## config.mk

```make
export PLATFORM = sky130hd
export DESIGN_NAME = parking_gate_controller
export DESIGN_NICKNAME = d
export VERILOG_FILES = /design/src/rtl/parking_pkg.sv /design/src/rtl/parking_lane_fsm.sv /design/src/rtl/parking_gate_controller.sv
export SDC_FILE = /design/constraint.sdc
export NUM_CORES = 1
export LEC_CHECK = 0
export BUFFER_PORTS_ARGS = -buffer_cell sky130_fd_sc_hd__buf_2
export CAP_MARGIN = 0
export CORE_MARGIN = 2
export CORE_UTILIZATION = 35
export CTS_BUF_LIST = sky130_fd_sc_hd__clkbuf_4 sky130_fd_sc_hd__clkbuf_8 sky130_fd_sc_hd__clkbuf_16
export CTS_CLUSTER_SIZE = 12
export DETAILED_ROUTE_END_ITERATION = 10
export GPL_TIMING_DRIVEN = 0
export PLACE_DENSITY_LB_ADDON = 0.08
export SLEW_MARGIN = 20
export SYNTH_ARGS = -nofsm -noshare
export SYNTH_HDL_FRONTEND = slang
export SYNTH_SLANG_ARGS = --single-unit
```

## constraint.sdc

```tcl
create_clock -name clk -period 1.5 [get_ports clk]
set_input_delay 0.075 -clock clk [delete_from_list [all_inputs] [get_ports clk]]
set_output_delay 0.075 -clock clk [all_outputs]
set_load 0.02 [all_outputs]
```

## src/rtl/parking_pkg.sv

```systemverilog
// Shared definitions for the parking gate lanes: lane state encoding and barrier timeout.
package parking_pkg;

    localparam int unsigned OPEN_TIMEOUT = 20;
    localparam int unsigned TIMER_W      = 5;
    localparam logic [TIMER_W-1:0] OPEN_TIMEOUT_CNT = TIMER_W'(OPEN_TIMEOUT);

    typedef enum logic [2:0] {
        StIdle,
        StCheck,
        StOpen,
        StCommit,
        StWaitRelease
    } lane_state_e;

endpackage

```

## src/rtl/parking_lane_fsm.sv

```systemverilog
// One gate lane: latches the vehicle class, optionally checks vacancy, runs the barrier
// with a pass timeout and flags a single commit per vehicle.
module parking_lane_fsm
    import parking_pkg::*;
#(
    parameter bit CheckVacancy = 1'b1
) (
    input  logic clk,
    input  logic rst,
    input  logic i_request,
    input  logic i_is_uni,
    input  logic i_passed,
    input  logic i_uni_space,
    input  logic i_gen_space,
    output logic o_barrier_open,
    output logic o_commit,
    output logic o_is_uni,
    output logic o_denied
);

    lane_state_e        r_state, w_state_next;
    logic [TIMER_W-1:0] r_timer, w_timer_next, w_timer_inc;
    logic               r_is_uni, w_is_uni_next;
    logic               r_denied, w_deny;
    logic               w_has_space;

    always_ff @(posedge clk) begin
        if (rst) begin
            r_state  <= StIdle;
            r_timer  <= '0;
            r_is_uni <= 1'b0;
            r_denied <= 1'b0;
        end else begin
            r_state  <= w_state_next;
            r_timer  <= w_timer_next;
            r_is_uni <= w_is_uni_next;
            r_denied <= w_deny;
        end
    end

    always_comb begin
        w_state_next  = r_state;
        w_timer_next  = r_timer;
        w_is_uni_next = r_is_uni;
        w_deny        = 1'b0;
        w_timer_inc   = r_timer + TIMER_W'(1);
        w_has_space   = !CheckVacancy || (r_is_uni ? i_uni_space : i_gen_space);

        unique case (r_state)
            StIdle: begin
                w_timer_next = '0;
                if (i_request) begin
                    w_is_uni_next = i_is_uni;
                    w_state_next  = StCheck;
                end
            end
            StCheck: begin
                w_timer_next = '0;
                if (w_has_space) begin
                    w_state_next = StOpen;
                end else begin
                    w_deny       = 1'b1;
                    w_state_next = StWaitRelease;
                end
            end
            StOpen: begin
                // Vacancy is deliberately ignored here: once raised, the entry is honoured.
                if (i_passed) begin
                    w_state_next = StCommit;
                end else if (w_timer_inc == OPEN_TIMEOUT_CNT) begin
                    w_state_next = StWaitRelease;
                end else begin
                    w_timer_next = w_timer_inc;
                end
            end
            StCommit: begin
                w_state_next = StWaitRelease;
            end
            StWaitRelease: begin
                if (!i_request) begin
                    w_state_next = StIdle;
                end
            end
            default: begin
                w_state_next = StIdle;
            end
        endcase
    end

    assign o_barrier_open = (r_state == StOpen);
    assign o_commit       = (r_state == StCommit);
    assign o_is_uni       = r_is_uni;
    assign o_denied       = r_denied;

endmodule

```

## src/rtl/parking_gate_controller.sv

```systemverilog
// Parking gate controller: entry and exit lanes plus the event arbiter that serialises
// simultaneous commits toward the space manager (exit first, entry one cycle later).
module parking_gate_controller
    import parking_pkg::*;
(
    input  logic clk,
    input  logic rst,
    input  logic entry_request,
    input  logic entry_is_uni,
    input  logic exit_request,
    input  logic exit_is_uni,
    input  logic entry_passed,
    input  logic exit_passed,
    input  logic uni_is_vacated_space,
    input  logic is_vacated_space,
    output logic car_entered,
    output logic is_uni_car_entered,
    output logic car_exited,
    output logic is_uni_car_exited,
    output logic entry_barrier_open,
    output logic exit_barrier_open,
    output logic entry_denied
);

    logic w_entry_commit, w_entry_is_uni;
    logic w_exit_commit, w_exit_is_uni;
    logic w_unused_exit_denied;
    logic w_entry_solo, w_collide;
    logic w_car_entered_next, w_is_uni_entered_next;

    logic r_car_entered, r_is_uni_entered;
    logic r_car_exited, r_is_uni_exited;
    logic r_defer_valid, r_defer_is_uni;

    parking_lane_fsm #(
        .CheckVacancy (1'b1)
    ) u_entry_lane (
        .clk            (clk),
        .rst            (rst),
        .i_request      (entry_request),
        .i_is_uni       (entry_is_uni),
        .i_passed       (entry_passed),
        .i_uni_space    (uni_is_vacated_space),
        .i_gen_space    (is_vacated_space),
        .o_barrier_open (entry_barrier_open),
        .o_commit       (w_entry_commit),
        .o_is_uni       (w_entry_is_uni),
        .o_denied       (entry_denied)
    );

    parking_lane_fsm #(
        .CheckVacancy (1'b0)
    ) u_exit_lane (
        .clk            (clk),
        .rst            (rst),
        .i_request      (exit_request),
        .i_is_uni       (exit_is_uni),
        .i_passed       (exit_passed),
        .i_uni_space    (1'b1),
        .i_gen_space    (1'b1),
        .o_barrier_open (exit_barrier_open),
        .o_commit       (w_exit_commit),
        .o_is_uni       (w_exit_is_uni),
        .o_denied       (w_unused_exit_denied)
    );

    // A deferred entry never meets a fresh commit: both lanes sit in WAIT_RELEASE after COMMIT.
    always_comb begin
        w_entry_solo          = w_entry_commit & ~w_exit_commit;
        w_collide             = w_entry_commit & w_exit_commit;
        w_car_entered_next    = r_defer_valid | w_entry_solo;
        w_is_uni_entered_next = r_defer_valid ? r_defer_is_uni : (w_entry_solo & w_entry_is_uni);
    end

    always_ff @(posedge clk) begin
        if (rst) begin
            r_car_entered    <= 1'b0;
            r_is_uni_entered <= 1'b0;
            r_car_exited     <= 1'b0;
            r_is_uni_exited  <= 1'b0;
            r_defer_valid    <= 1'b0;
            r_defer_is_uni   <= 1'b0;
        end else begin
            r_car_entered    <= w_car_entered_next;
            r_is_uni_entered <= w_is_uni_entered_next;
            r_car_exited     <= w_exit_commit;
            r_is_uni_exited  <= w_exit_commit & w_exit_is_uni;
            r_defer_valid    <= w_collide;
            r_defer_is_uni   <= w_collide & w_entry_is_uni;
        end
    end

    assign car_entered        = r_car_entered;
    assign is_uni_car_entered = r_is_uni_entered;
    assign car_exited         = r_car_exited;
    assign is_uni_car_exited  = r_is_uni_exited;

endmodule

```

Word-level counts from Yosys, hierarchy flattened:

Index checks and enable logic that the tools add are counted.

* register bits after elaboration: 25
* bits in latches: 0
* bits in writable memories: 0
* bits in read-only memories: 0
* input bits: 10
* output and inout port bits: 7
* word-level logic and storage cells: 76
* memories kept: 0

* add/sub/neg operators: 2
* multipliers: 0
* divide/modulo/power cells: 0
* order comparisons: 0
* equal/unequal tests: 20
* shift operators: 0
* muxes and demuxes: 20
* bitwise gates (word level): 8
* reduce and logical (&&, ||, !) cells: 13

Operators with widths (number)
* one-hot mux 3 bit (5 select lines): 2
* 2-to-1 mux 3 bit: 9
* 2-to-1 mux 5 bit: 4
* one-hot mux 5 bit (2 select lines): 2
* != test 2 bit (second input constant): 8
* equality test 3 x 2 -> 1 bit (second input constant): 4
* AND reduction 3 bit: 4
* adder 5 x 1 -> 5 bit (second input constant): 2
* equality test 5 bit (second input constant): 2
* equality test 3 x 1 -> 1 bit (second input constant): 2
* equality test 3 bit (second input constant): 2
* logical NOT 3 bit: 2
* != test 3 x 2 -> 1 bit (second input constant): 2
* OR reduction 2 bit: 3
* bitwise AND 1 bit: 5
* AND reduction 2 bit: 2
* nonzero test 2 bit: 2
* 2-to-1 mux 1 bit: 3
* inverter 1 bit: 2
* OR 1 bit: 1

Longest topological paths before layout:

* word-level depth: 5
* gate-level depth with buffers: 5
* depth with buffers taken out: 5

Modules after synthesis:

Synthesis repeated with hierarchy kept, for this count alone.

* cells, all modules: 134
* area total of the unflattened synthesis: 1290.0 µm²

By module, submodules not included
* parking_lane_fsm at u_entry_lane: times used 1, cells each 60, area an instance 563.0 µm², seq. area each 200.2 µm²
* parking_lane_fsm at u_exit_lane: times used 1, cells each 57, area an instance 533.0 µm², seq. area each 180.2 µm²
* parking_gate_controller: times used 1, cells each 17, area an instance 193.9 µm², seq. area each 120.1 µm²

Least setup slack after synthesis:

OpenSTA, ideal clock, no wires.

* kind: register to register
* from: reg u_entry_lane.r_state[0]
* to: reg u_entry_lane.r_timer[1]
* setup time: 0.071 ns
* arrival: 1.590 ns
* data required time: 1.429 ns
* path slack: -0.161 ns
* stages on the path, launching flop included: 6
* buffers on the path: 1
* clock period less this slack: 1.661 ns
* path through: dfxtp_1 -> clkbuf_1 -> nor3b_1 -> nand2_1 -> or2_2 -> a21oi_1

* elaborated cells between the ends (all ways): 9
* those cells by class: eq/ne (4); mux (1); reduce/logical (4)

RTL lines
* start: declaration: line parking_lane_fsm.sv:21 `lane_state_e r_state, w_state_next;`
* start signal: assignment: line parking_lane_fsm.sv:29 `r_state <= StIdle;`
* start signal: assignment: line parking_lane_fsm.sv:34 `r_state <= w_state_next;`
* equality test 3 x 2 -> 1 bit (*)
* named net entry_barrier_open: line parking_gate_controller.sv:20 `output logic entry_barrier_open,`
* != test 2 bit (no source line) or nonzero test 2 bit (tied branches)
* AND reduction 3 bit (no source line)
* end signal: assignment: line parking_lane_fsm.sv:35 `r_timer <= w_timer_next;`
* end: declaration: line parking_lane_fsm.sv:22 `logic [TIMER_W-1:0] r_timer, w_timer_next, w_timer_inc;`

The timed path passes the listed nets; every way through them passes the cells marked *.
A chain may end at the register's enable or synchronous reset.

Final worst setup path:

* from: reg u_exit_lane.r_state[0]
* to: reg u_exit_lane.r_timer[3]

* longest elaborated chain between the ends: 4
* elaborated cells between the ends (all ways): 9
* those cells by class: eq/ne (4); mux (1); reduce/logical (4)

Ends and longest elaborated chain
* start: declaration: line parking_lane_fsm.sv:21
* start signal: assignment: line parking_lane_fsm.sv:29
* start signal: assignment: line parking_lane_fsm.sv:34
* equality test 3 x 1 -> 1 bit or logical NOT 3 bit (tied branches): line parking_lane_fsm.sv:49 `unique case (r_state)`
* OR reduction 2 bit (no source line)
* nonzero test 2 bit (no source line)
* AND reduction 3 bit (no source line)
* end signal: assignment: line parking_lane_fsm.sv:35
* end: declaration: line parking_lane_fsm.sv:22

Parallel ways exist; a longest one is shown, timed or not.

==> out/results.tsv <==
stage	metric	value	unit
critical_path	Critical Path AT	1.86	ns
sta	count of final hold-check violations	0	
critical_path	Worst Setup Start Kind	flip-flop	
pwr	switch share	27.3	%
sta	final setup margin	-0.114	ns
logic_synthesis	mean post-synth cell area	8.99	um2
pwr	Combinational Power Share	14.5	%
die	Die Ht	61.1	um
sta	Worst Max-Slew Pin Slew	0.513	ns
detailed_routing	routed len/inst	12.7	um
logic_synthesis	top cell type by total area after synthesis	dfxtp_1	
critical_path	Critical Path Fanout Max	4	
detailed_routing	1st-iter DRT viols	23	
detailed_routing	DRC errors left	0	
sta	Setup Viol. Count Final	4	
clocking	TritonCTS Sinks	25	
critical_path	FF-to-FF setup slack	-0.11	ns
detailed_routing	DRT antenna net count	0	
sta	Final Cycle Share	108	%
detailed_routing	routed wire length	2580	um
clocking	H-Tree Level Count	1	
logic_synthesis	Post-synth top cells	dfxtp_1, nor2_1, nand3_1	
die	number of I/O pins	17	
die	Starting Density	37.1	%
critical_path	Worst Path Required	1.75	ns
clocking	CTS clock-pin slew for the worst setup and hold paths	0.15	ns
critical_path	CP endpoint kind	flip-flop	
clocking	CTS tree	yes	
finish	ant diodes	0	
pwr	Tot Pwr	1.19	mW
logic_synthesis	count leader, synth	dfxtp_1	
critical_path	critical path's slowest cell	or4b_4	
logic_synthesis	Post-synth ARST share	0	%
finish	# nets final	172	
finish	share of cells above drive strength 1	37.1	%
sta	WHS	0.0398	ns
run	number of max-cap violations	0	
clocking	clk buf depth	2	
placed_design	Post-Place Worst Slack	-0.196	ns
critical_path	WS Path Type	flip-flop to flip-flop	
logic_synthesis	Post-synth EDFFs	0	
sta	Rel. slew slack	65.8	%
logic_synthesis	distinct cell type count after synthesis	39	
logic_synthesis	YS warnings	0	
logic_synthesis	Mapped Area	1140	um2
logic_synthesis	largest cells by area after synthesis	dfxtp_1, nor2_1, nand3_1	
placed_design	DP Wirelength	1680	um
critical_path	worst path cell trace	or4b_4, or3b_4, o31ai_2	
clocking	worst skew pair latency	0.33	ns
critical_path	CP Buf/Inv Count	0	
pwr	VDD IR max	0.336	mV
sta	maximum clock frequency	619	MHz
critical_path	Top delay family on crit path	simple AND/OR/NAND/NOR gates	
status	run status	finished, violations left	
pwr	clock network fraction of design power	26.8	%
finish	Area Growth Syn to Fin	30.4	%
sta	Tmin final	1.61	ns
die	placement row count	20	
sta	fin. max-slew vios	0	
detailed_routing	Vias/cell	5.11	
detailed_routing	DRT Pass-1 Iters	4	
sta	RSZ-0062 raised after global routing	yes	
global_route	GRT overflow	0	
hold_path	worst hold path class	input pin to flip-flop	
detailed_routing	Vias	1037	
logic_synthesis	main flop type after synthesis	dfxtp_1	
global_route	largest net degree at the start of global routing	16	
clocking	CTS root buf	clkbuf_4	
pwr	Sequential Power Share	58.8	%
die	Die Span X	61.1	um
sta	Layout Skew	0.0163	ns
die	core box area	3080	um2
clocking	total CTS buffers	3	
logic_synthesis	FF+latch count, synth	25	
global_route	first-pass GRT wire length	4260	um
global_route	vias in the first global route	970	
critical_path	crit-path max cell delay	0.54	ns
placed_design	gpl congestion	0.754	
finish	fill count	317	
global_route	gr usage total	15.5	%
logic_synthesis	cells after synthesis	127	
pwr	Psw	326	uW
global_route	initial antenna violation count	0	
pwr	P_int	867	uW
pwr	P_leak	0.576	nW
placed_design	Port Buf Inserts	16	
logic_synthesis	Synth top area share	43.8	%
pwr	pwr/cell area	801	nW/um2
status	violated checks	negative setup slack	
die	die area	3740	um2
logic_synthesis	Seq/Total Area, Yosys	43.8	%
logic_synthesis	Synth Net Count	139	
[final timing paths]
path                                       start                                  end  cells past startpoint
max          u_exit_lane.r_state[0]$_SDFFE_PP0P_  u_exit_lane.r_timer[3]$_SDFFE_PP0P_                      3
min                                  exit_passed  u_exit_lane.r_state[0]$_SDFFE_PP0P_                      3
max reg2reg  u_exit_lane.r_state[0]$_SDFFE_PP0P_  u_exit_lane.r_timer[3]$_SDFFE_PP0P_                      3
min reg2reg            r_defer_is_uni$_SDFF_PP0_        is_uni_car_entered$_SDFF_PP0_                      2
[power by group through the flow]
stage / clock (mW) / combinational [mW] / sequential [mW]
3_3_place_gp: 0 / 0.134 / 0.718
4_1_cts: 0.334 / 0.165 / 0.700
3_5_place_dp: 0 / 0.136 / 0.719
2_1_floorplan: 0 / 0.0933 / 0.715
5_1_grt: 0.356 / 0.191 / 0.706
6_report: 0.319 / 0.172 / 0.701
[state kept, by name, summed over array words and instances, names as in the netlist, 3 cells and up]
signal / cells
u_entry_lane.r_timer: 5
u_exit_lane.r_timer: 5
u_exit_lane.r_state: 3
u_entry_lane.r_state: 3
[metal layers]
metal / GRT usage, % / part of all wire, % / up-vias
met3: 4.41 / 3.8 / 2
met4: 4.66 / 0.58 / 0
met5: 0 / 0 / -
met1: 20.7 / 50 / 486
met2: 24.3 / 45 / 18
li1: - / - / 531
[logic make-up after synthesis]
kind of cell,Yosys count,share of synthesized area (%)
fa+ha+maj,2,2.19
flops,25,43.8
simple gates,67,35.8
mux,4,3.51
buf+inv,7,3.07
compound gates,22,11.6
[repair_timing]
item,in CTS,in global routing
pin swaps,5,6
cloned,0,0
hold endpoints to repair,3,1
hold buffers,2,1
resized for setup,15,10
buffers inserted,9,1
setup endpoints to repair,8,10
[final cells by class]
cell class	instances	area, um2	share of cell area [%]
plain buffers	4	20.0	1.34
clock buffers	3	22.5	1.51
clock inverters	1	7.51	0.504
inverters	2	7.51	0.504
multi-input cells	95	678	45.5
flip-flops and latches	25	514	34.5
well taps	44	55.1	3.69
repair buffers	29	185	12.4
[cell usage in the layout (no fill, tap or decap), drive strengths merged, types with 2 or more instances in the layout]
cell,Yosys,routed
a211oi,2,2
a21oi,5,5
a31oi,3,3
and2,2,2
and2b,2,2
and3,2,2
buf,1,26
clkbuf,4,7
dfxtp,25,25
dlygate4sd3,0,3
ha,2,2
inv,2,2
mux2i,4,4
nand2,7,7
nand2b,3,3
nand3,9,9
nand3b,3,3
nand4bb,2,2
nor2,15,15
nor3,4,4
nor3b,3,3
o21ai,8,8
or2,2,2
or3b,3,3
or4b,4,4
[through the flow]
| step | cell area, um2 | utilization [%] | std cells | setup TNS, ns |
|---|---|---|---|---|
| detailed placement | 1290 | 42.0 | 187 | -0.804 |
| finish | 1490 | 48.4 | 203 | -0.249 |
| CTS | 1450 | 47.0 | 201 | -0.198 |
| floorplan | 1160 | - | 127 | -0.0983 |
| global route | 1490 | 48.4 | 203 | -0.591 |
| global placement | 1290 | 42.0 | 187 | -0.628 |
[worst min-delay path, delay by kind of cell]
kind            cells  cell delay, ns
simple gates        1            0.06
compound gates      1            0.09
buf+inv             1            0.12
No activity file was read; power rests on OpenSTA's default activity.
